--- src/rtl/parking_capacity_tracker.sv ---
// Free-space counter and entry-gate controller for the parking lot.
// Sensors are edge-detected; the gate stays open GATE_CYCLES cycles per admitted car, longer while a car lingers.
module parking_capacity_tracker #(
    parameter int unsigned TOTAL_SPACES = 200,
    parameter int unsigned GATE_CYCLES  = 8
) (
    input  logic       clk,
    input  logic       reset,
    input  logic       entry,
    input  logic       exit,
    input  logic       enable,
    output logic [7:0] parking_capacity,
    output logic       full,
    output logic       gate_open,
    output logic       exit_error
);

    typedef enum logic [1:0] {
        IDLE,
        OPEN,
        HOLD
    } state_t;

    localparam logic [7:0] TOTAL     = 8'(TOTAL_SPACES);
    localparam logic [7:0] GATE_LOAD = 8'(GATE_CYCLES - 1);

    state_t     state_q, state_d;
    logic [7:0] timer_q, timer_d;
    logic [7:0] cap_q, cap_d;
    logic       entry_q, exit_q;
    logic       gate_q, gate_d;
    logic       err_q, err_d;

    logic       entry_rise, exit_rise;
    logic       admit, exit_valid;

    always_comb begin
        entry_rise = entry & ~entry_q;
        exit_rise  = exit & ~exit_q;
        // Capacity and IDLE guards are local so a bad grant can never underflow the count.
        admit      = entry_rise & enable & (cap_q != '0) & (state_q == IDLE);
        exit_valid = exit_rise & (cap_q != TOTAL);
        err_d      = exit_rise & (cap_q == TOTAL);

        cap_d = cap_q;
        if (admit && !exit_valid) begin
            cap_d = cap_q - 8'd1;
        end else if (exit_valid && !admit) begin
            cap_d = cap_q + 8'd1;
        end
    end

    always_comb begin
        state_d = state_q;
        timer_d = timer_q;
        case (state_q)
            IDLE: begin
                if (admit) begin
                    state_d = OPEN;
                    timer_d = GATE_LOAD;
                end
            end
            OPEN: begin
                if (timer_q == '0) begin
                    state_d = entry ? HOLD : IDLE;
                end else begin
                    timer_d = timer_q - 8'd1;
                end
            end
            HOLD: begin
                if (!entry) begin
                    state_d = IDLE;
                end
            end
            default: state_d = IDLE;
        endcase
        gate_d = (state_d != IDLE);
    end

    // Sensor copies load the live level during reset so a held sensor yields no edge on release.
    always_ff @(posedge clk) begin
        entry_q <= entry;
        exit_q  <= exit;
        if (reset) begin
            state_q <= IDLE;
            timer_q <= '0;
            cap_q   <= TOTAL;
            gate_q  <= 1'b0;
            err_q   <= 1'b0;
        end else begin
            state_q <= state_d;
            timer_q <= timer_d;
            cap_q   <= cap_d;
            gate_q  <= gate_d;
            err_q   <= err_d;
        end
    end

    assign parking_capacity = cap_q;
    assign full             = (cap_q == '0);
    assign gate_open        = gate_q;
    assign exit_error       = err_q;

endmodule

--- config.mk ---
export PLATFORM = sky130hd
export DESIGN_NAME = parking_capacity_tracker
export DESIGN_NICKNAME = d
export VERILOG_FILES = /design/src/rtl/parking_capacity_tracker.sv
export SDC_FILE = /design/constraint.sdc
export NUM_CORES = 1
export LEC_CHECK = 0
export ABC_AREA = 1
export CAP_MARGIN = 20
export CELL_PAD_IN_SITES_DETAIL_PLACEMENT = 1
export CELL_PAD_IN_SITES_GLOBAL_PLACEMENT = 2
export CORE_MARGIN = 1
export CORE_UTILIZATION = 32
export DETAILED_ROUTE_END_ITERATION = 7
export MAX_ROUTING_LAYER = met4
export PLACE_DENSITY_LB_ADDON = 0.12
export SLEW_MARGIN = 0
export SYNTH_ARGS = -nofsm -noshare
export SYNTH_HDL_FRONTEND = slang
export SYNTH_SLANG_ARGS = --single-unit
export TNS_END_PERCENT = 100
--- constraint.sdc ---
create_clock -name clk -period 5.12 [get_ports clk]
set_input_delay 0.768 -clock clk [delete_from_list [all_inputs] [get_ports clk]]
set_output_delay 0.768 -clock clk [all_outputs]
set_load 0.02 [all_outputs]
* Word level (Yosys, flattened, before mapping) *
Index checks and enable logic that the tools add are counted.

operators by class
  $add $sub $neg = 3
  eq/ne operators = 6
  muxes and demuxes = 10
  bitwise gates (word level) = 9
  reductions and logical operators = 12

operators with widths
  operator                                                             number
  8-bit two-way mux                                                    4
  8-bit zero test                                                      2
  8-bit case mux with 2 select lines                                   1
  8-bit by 1-bit subtractor with 8-bit output (second input constant)  2
  8-bit by 1-bit adder with 8-bit output (second input constant)       1
  8-bit == test (second input constant)                                1
  2-bit two-way mux                                                    4
  8-bit inequality test (second input constant)                        1
  8-bit nonzero test                                                   1
  1-bit AND                                                            7
  2-bit case mux with 3 select lines                                   1
  2-bit nonzero test                                                   3
  2-bit inequality test (second input constant)                        2
  3-bit AND reduction                                                  1
  2-bit by 1-bit == test with 1-bit output (second input constant)     1
  2-bit == test (second input constant)                                1
  1-bit logical AND                                                    2
  1-bit zero test                                                      2
  2-bit zero test                                                      1
  1-bit NOT                                                            2

word-level totals
  bits in registers = 22
  bits of input ports = 5

* Longest topological paths before layout *
Gate-level depths: netlist of the first run.

  word-level depth = 9
  depth in mapped cells = 14

* Least setup slack after synthesis of the first run *
OpenSTA, ideal clock, no wires.

  path kind = input to register
  start = input enable
  end = register cap_q[6], in the netlist parking_capacity[6]
  setup time = 0.123 ns
  arrival = 2.453 ns
  required time = 4.997 ns
  setup slack = 2.544 ns
  stages on the path = 9
  cells stage by stage = nand4_1 > nor2_2 > ha_1 > inv_1 > fa_1 > o21ai_0 > nand2_1 > a21oi_1 > o21ai_0

on the way
  cells in the longest elaborated chain, start to end = 6
  elaborated cells on any way between the ends = 8
  those cells by class = 1 x mux; 3 x bitwise; 4 x reduce/logical

ends and longest elaborated chain
  what                                 RTL line  text
  start: declaration                   11        input logic enable,
  1-bit AND (*) (3 in a row)           41        admit = entry_rise & enable & (cap_q != '0) & (state_q == IDLE);
  1-bit zero test                      48        end else if (exit_valid && !admit) begin
  1-bit logical AND                    48
  2-bit nonzero test (no source line)  --
  end signal: assignment               93        cap_q <= cap_d;
  end: declaration                     29        logic [7:0] cap_q, cap_d;

Every way passes the cells marked *; elsewhere a longest branch is shown, timed or not.
A chain may end at the register's enable or synchronous reset.

* Final worst setup path of the first run *
  start = input entry
  end = register cap_q[6], in the netlist parking_capacity[6]

on the way
  cells in the longest elaborated chain, start to end = 7
  elaborated cells on any way between the ends = 9
  those cells by class = 1 x mux; 4 x bitwise; 4 x reduce/logical

ends and longest elaborated chain
  what                                 RTL line  text
  start: declaration                   9         input logic entry,
  1-bit AND (*)                        38        entry_rise = entry & ~entry_q;
  1-bit AND (*) (3 in a row)           41
  1-bit zero test                      48
  1-bit logical AND                    48
  2-bit nonzero test (no source line)  --

Marks and branches as above.

==> impl_metrics.toml, run 1 <==
[clock_tree]
cts_setup_buffers = 0
cts_buffer_depth = 2
cts_resized = 0
htree_levels = 1
cts_root_buffer = "clkbuf_8"
cts_buffers = 3
path_clk_slew_ns = 0.08
ctsHoldBuffers = 0
clock_sinks = 22
clk_latency_ns = 0.26
cts_tree = "done"

[yosys]
syn-cell-area_um2 = 1370
ys_seq_area_share_pct = 32.2
yosys_register_bits = 22
synth_cells = 204
postSynthAreaPerCell_um2 = 6.71
yosysWarnings = 0
synth_nets = 219
synth.distinct_cells = 23

[timing]
finalClockSkew_ns = 0.00357
fmax_ghz = 0.315
rsz0062_at_grt = "no"
hold_viol_final = 0
setup_violations = 0
slew_headroom_pct = 49.3
tightest_slew_ns = 0.759
slew_violations = 0
min_period_ns = 3.17
final.setup.tns_ns = 0
fin_crit_sh_pct = 61.9

[final_layout]
antennaDiodeCount = 0
final_nets = 237
area_growth_syn_to_layout_pct = 18.0
final_util_pct = 39.8
layout.cells.non_filler = 270
layout-drive-gt1-share_pct = 8.18
final_area_um2 = 1620

[critical_path]
crit_fanout = 8
cp-end-kind = "flip-flop"
cp-start-kind = "input port"
timing_worst_setup_path_type = "in2reg"
cp.required_ns = 5.26
cpMaxStageDelayCell = "clkdlybuf4s50_1"
slowest_delay_ns = 0.54
path_cells = "clkdlybuf4s50_1 > nand4_1 > nor2_2 > ha_1 > inv_1 > fa_1 > o21ai_0 > nand2_1 > a21oi_1 > o21ai_0"
crit_top_cell = "o21ai_0"
cp_data_arrival_time_ns = 3.31

[grt]
grt_pass1_vias = 1366
grt_usage_pct = 18.4
grt_max_degree = 18
gr-total-overflow = 0
antenna_found_initial = 0
grt_pass1_wl_um = 6100

[drt]
routedWlPerCell_um = 13.0
drtIter0Drc = 55
drt_wl_total_um = 3520
num_vias = 1287
drc = 0
drtAntennaViolNets = 0
drtPass1Iterations = 4
drt-vias-per-instance = 4.77

[pwr]
p_leak_uw = 0.000739
powerDensity_nw_per_um2 = 292
ir_worst_vdd_v = 0.000110

[floorplan]
rows = 23
die_h_um = 67.4
pin_count = 16
start_util_pct = 33.7
die_w_um = 67.4
die_area_um2 = 4540
coreArea_um2 = 4060

[placement]
place_hpwl_um = 2770
gp_congestion = 0.760
portBuffers = 15
dpl_cell_area_um2 = 1570
place_inst = 267

[outcome]
status = "complete, no violations"

[run]
drv_cap = 0

[hold_path]
holdCritPathClass = "reg2reg"
## report_power, final
group          total [uW]  leakage [uW]  switching (uW)  internal, uW
Clock                 107     0.0000216            54.1          52.4
Combinational         162      0.000538            94.4          67.1
Sequential            204      0.000180            17.6           186
## cells in the mapped netlist
master    instances  area, um2
a21oi_1          19       95.1
clkbuf_1          2       7.51
clkinv_1          1       3.75
dfxtp_1          22        440
fa_1              1       20.0
ha_1              9        113
inv_1            29        109
inv_2             2       7.51
nand2_1          43        161
nand2_2           2       12.5
nand3_1          13       65.1
nand4_1           5       31.3
nor2_1           28        105
nor2_2            6       37.5
nor2_4            1       11.3
nor2_8            1       20.0
nor4_1            1       6.26
o21a_1            1       7.51
o21ai_0          10       50.1
o21ai_2           1       8.76
or2_2             2       12.5
xnor2_1           2       17.5
xor2_1            3       26.3
## stage by stage
step                      power (uW)  worst slack (ns)  hold WS, ns
after global routing             512              1.80        0.449
after global placement           367              1.80        0.405
after floorplan                  314              2.54        0.397
after detailed placement         372              1.67        0.415
after CTS                        481              1.93        0.426
final                            472              1.95        0.422
## metal layers
layer / up-vias / wire length, um / GRT usage, %
li1: 682 / - / -
met1: 595 / 1620 / 20.8
met2: 8 / 1830 / 33.6
met3: 2 / 38 / 2.53
met4: 0 / 27 / 4.79
met5: - / 0 / -
## state kept, by name, summed over array words and instances (netlist names)
name,flops
timer_q,8
exit_error,1
state_q,2
entry_q,1
parking_capacity,8
gate_open,1
exit_q,1
## final cells by class
| cell class | count | area [um2] |
|---|---|---|
| Clock buffer | 3 | 41.3 |
| Fill cell | 528 | 2440 |
| Inverter | 32 | 120 |
| Multi-Input combinational cell | 148 | 801 |
| Sequential cell | 22 | 440 |
| Tap cell | 50 | 62.6 |
| Timing Repair Buffer | 15 | 150 |
## final timing paths
| kind | from | endpoint | slack, ns | depth (start not counted) |
|---|---|---|---|---|
| setup / recovery | entry | parking_capacity[6] | 1.95 | 10 |
| setup reg to reg | parking_capacity[4] | parking_capacity[6] | 2.49 | 11 |
| hold / removal | exit_q | exit_error | 0.42 | 1 |
| hold reg to reg | exit_q | exit_error | 0.42 | 1 |
## worst max-delay path: cells and delay by family
family / cells / cell delay [ns]
AOI/OAI and AO/OA: 3 / 0.52
buffers and inverters: 2 / 0.65
and+or+nand+nor: 3 / 0.53
adders and majority gates: 2 / 0.84
## placed cells by master, fill, tap and decap left out, types with 2 or more instances in the layout
cell type,instances
nor2_2,6
inv_2,2
xor2_1,3
nand3_1,13
o21ai_0,10
inv_1,29
xnor2_1,2
a21oi_1,19
dfxtp_1,22
nand2_1,43
nand4_1,5
nand2_2,2
ha_1,9
clkdlybuf4s50_1,15
clkbuf_8,3
or2_2,2
nor2_1,28
## cell families (layout without fill, tap and decap cells)
kind of cell	Yosys count	count (layout)	share of synthesized area, %
AOI/OAI and AO/OA	31	31	11.8
xor gates and xnor gates	5	5	3.20
adders and majority gates	10	10	9.69
buffers and inverters	34	50	9.32
DFF	22	22	32.2
and+or+nand+nor	102	102	33.8
(Power assumes the default switching activity.)
==> run 2, diff against run 1 <==
--- a/config.mk
+++ b/config.mk
@@ -10,7 +10,7 @@
 export CELL_PAD_IN_SITES_DETAIL_PLACEMENT = 1
 export CELL_PAD_IN_SITES_GLOBAL_PLACEMENT = 2
 export CORE_MARGIN = 1
-export CORE_UTILIZATION = 32
+export CORE_UTILIZATION = 27
 export DETAILED_ROUTE_END_ITERATION = 7
 export MAX_ROUTING_LAYER = met4
 export PLACE_DENSITY_LB_ADDON = 0.12
==> constraint.sdc (replaced) <==
create_clock -name clk -period 2.6 [get_ports clk]
set_input_delay 0.39 -clock clk [delete_from_list [all_inputs] [get_ports clk]]
set_output_delay 0.39 -clock clk [all_outputs]
set_load 0.02 [all_outputs]
==> run 2 against run 1 <==
  * Register-to-register slack got worse by 2.3 ns
  * Clock skew decreased by 0.00080 ns
  * Non-clock buffer count increased by 9
  * Flip-flop and latch count unchanged
  * Critical path type is now reg2reg
  * Final cell count increased by 10%
  * Core utilization decreased by 3.7 points
  * Count of clock-buffer cells in the layout increased by 1
==> impl_metrics.toml, run 2 (synthesis results as in run 1) <==
[clock_tree]
cts_setup_buffers = 0
cts_resized = 0
cts_buffers = 3
cts_tree = "done"
path_clk_slew_ns = 0.09
htree_levels = 1
ctsHoldBuffers = 0
cts_root_buffer = "clkbuf_8"
cts_buffer_depth = 2
clock_sinks = 22
clk_latency_ns = 0.26

[drt]
drtAntennaViolNets = 0
num_vias = 1333
routedWlPerCell_um = 12.4
drc = 0
drtIter0Drc = 29
drt_wl_total_um = 3690
drt-vias-per-instance = 4.49
drtPass1Iterations = 4

[placement]
place_hpwl_um = 2930
gp_congestion = 0.818
dpl_cell_area_um2 = 1660
portBuffers = 15

[floorplan]
die_area_um2 = 5360
die_w_um = 73.2
start_util_pct = 28.6
pin_count = 16
die_h_um = 73.2
rows = 25
coreArea_um2 = 4790

[outcome]
status = "complete, no violations"

[final_layout]
layout-drive-gt1-share_pct = 12.6
final_nets = 246
nFillCells = 613
layout_commonest_cell = "nand2_1"
final_area_um2 = 1730
most-common-layout-cells = "43 x nand2_1, 29 x inv_1, 28 x nor2_1, 22 x dfxtp_1, 19 x a21oi_1"
antennaDiodeCount = 0
area_growth_syn_to_layout_pct = 26.4

[timing]
rsz0062_at_grt = "no"
hold_viol_final = 0
setup_violations = 0
slew_violations = 0
tightest_slew_ns = 0.731
whs_ns = 0.438
final.setup.tns_ns = 0
min_period_ns = 2.37
slew_headroom_pct = 51.1
finalClockSkew_ns = 0.00277
fmax_ghz = 0.422
fin_crit_sh_pct = 91.1

[critical_path]
cp_data_arrival_time_ns = 2.52
timing_worst_setup_path_type = "reg2reg"
crit_fanout = 5
reg2reg_slack_ns = 0.23
worstRegToRegCells = 11
cp-start-kind = "flip-flop"
crit_end = "parking_capacity[6]"
cp-end-kind = "flip-flop"
cp.required_ns = 2.75
regToRegStartpoint = "parking_capacity[4]"
rr_endpoint = "parking_capacity[6]"
critPathLaunch = "parking_capacity[4]"

[pwr]
ir_worst_vdd_v = 0.000231
powerDensity_nw_per_um2 = 578
p_leak_uw = 0.000791

[grt]
grt_max_degree = 18
antenna_found_initial = 0
gr-total-overflow = 0
grt_usage_pct = 16.2
grt_pass1_wl_um = 6560
grt_pass1_vias = 1411

[run]
drv_cap = 0

[hold_path]
holdCritPathClass = "reg2reg"
-- run 2: cell count changes in the layout (fill, tap and decap cells not counted) --
cell      change
o21ai_1       +1
buf_4         +9
clkbuf_8      +1
ha_1          -1
o21ai_0       -1
ha_4          +1
-- run 2: worst max-delay path, cell delays in order (launching register included) --
cell	delay (ns)
dfxtp_1	0.36
nor2_1	0.13
nand2_1	0.11
or2_2	0.32
nand2_1	0.10
ha_4	0.17
inv_1	0.06
fa_1	0.38
o21ai_0	0.27
nand2_1	0.12
a21oi_1	0.14
o21ai_0	0.09
-- run 2: metal layers --
| layer | track usage, % | routed length (um) | up-vias |
|---|---|---|---|
| met4 | 3.92 | 27 | 0 |
| li1 | - | - | 697 |
| met1 | 19.5 | 1740 | 627 |
| met5 | - | 0 | - |
| met2 | 28.9 | 1880 | 7 |
| met3 | 1.66 | 36 | 2 |
-- run 2: how the worst min path moves through the flow --
stage                       from         end  slack (ns)  cells after the start
after floorplan           exit_q  exit_error        0.40                      1
after global placement    exit_q  exit_error        0.42                      1
after detailed placement  exit_q  exit_error        0.43                      1
after CTS                 exit_q  exit_error        0.45                      1
after global routing      exit_q  exit_error        0.47                      1
final                     exit_q  exit_error        0.44                      1
-- run 2: where the power goes --
part | total (uW) | internal, uW | switching [uW]
Sequential | 396 | 367 | 29.3
Combinational | 351 | 151 | 199
Clock | 253 | 135 | 118
Total | 1000 | 653 | 347
-- run 2: final cells by class --
cell class                      count  area, um2  share of cell area, %
Inverter                           32        120                   6.94
Timing Repair Buffer               24        218                   12.6
Sequential cell                    22        440                   25.5
Tap cell                           67       83.8                   4.84
Multi-Input combinational cell    148        813                   47.0
Clock buffer                        4       55.1                   3.18
-- run 2: stage by stage --
step	instances	worst slack [ns]	total power [uW]	util, %
after global routing	297	0.0237	1080	36.2
final	297	0.233	1000	36.2
after CTS	297	0.0864	1020	35.9
after global placement	293	-0.00437	748	34.7
after floorplan	204	0.127	619	-
after detailed placement	293	-0.0654	755	34.7
==> run 3, diff against run 2 <==
--- a/config.mk
+++ b/config.mk
@@ -14,6 +14,7 @@
 export DETAILED_ROUTE_END_ITERATION = 7
 export MAX_ROUTING_LAYER = met4
 export PLACE_DENSITY_LB_ADDON = 0.12
+export SKIP_CTS_REPAIR_TIMING = 1
 export SLEW_MARGIN = 0
 export SYNTH_ARGS = -nofsm -noshare
 export SYNTH_HDL_FRONTEND = slang
==> results of run 3 <==
Final layout, timing and power as in run 2 (identical DEF).
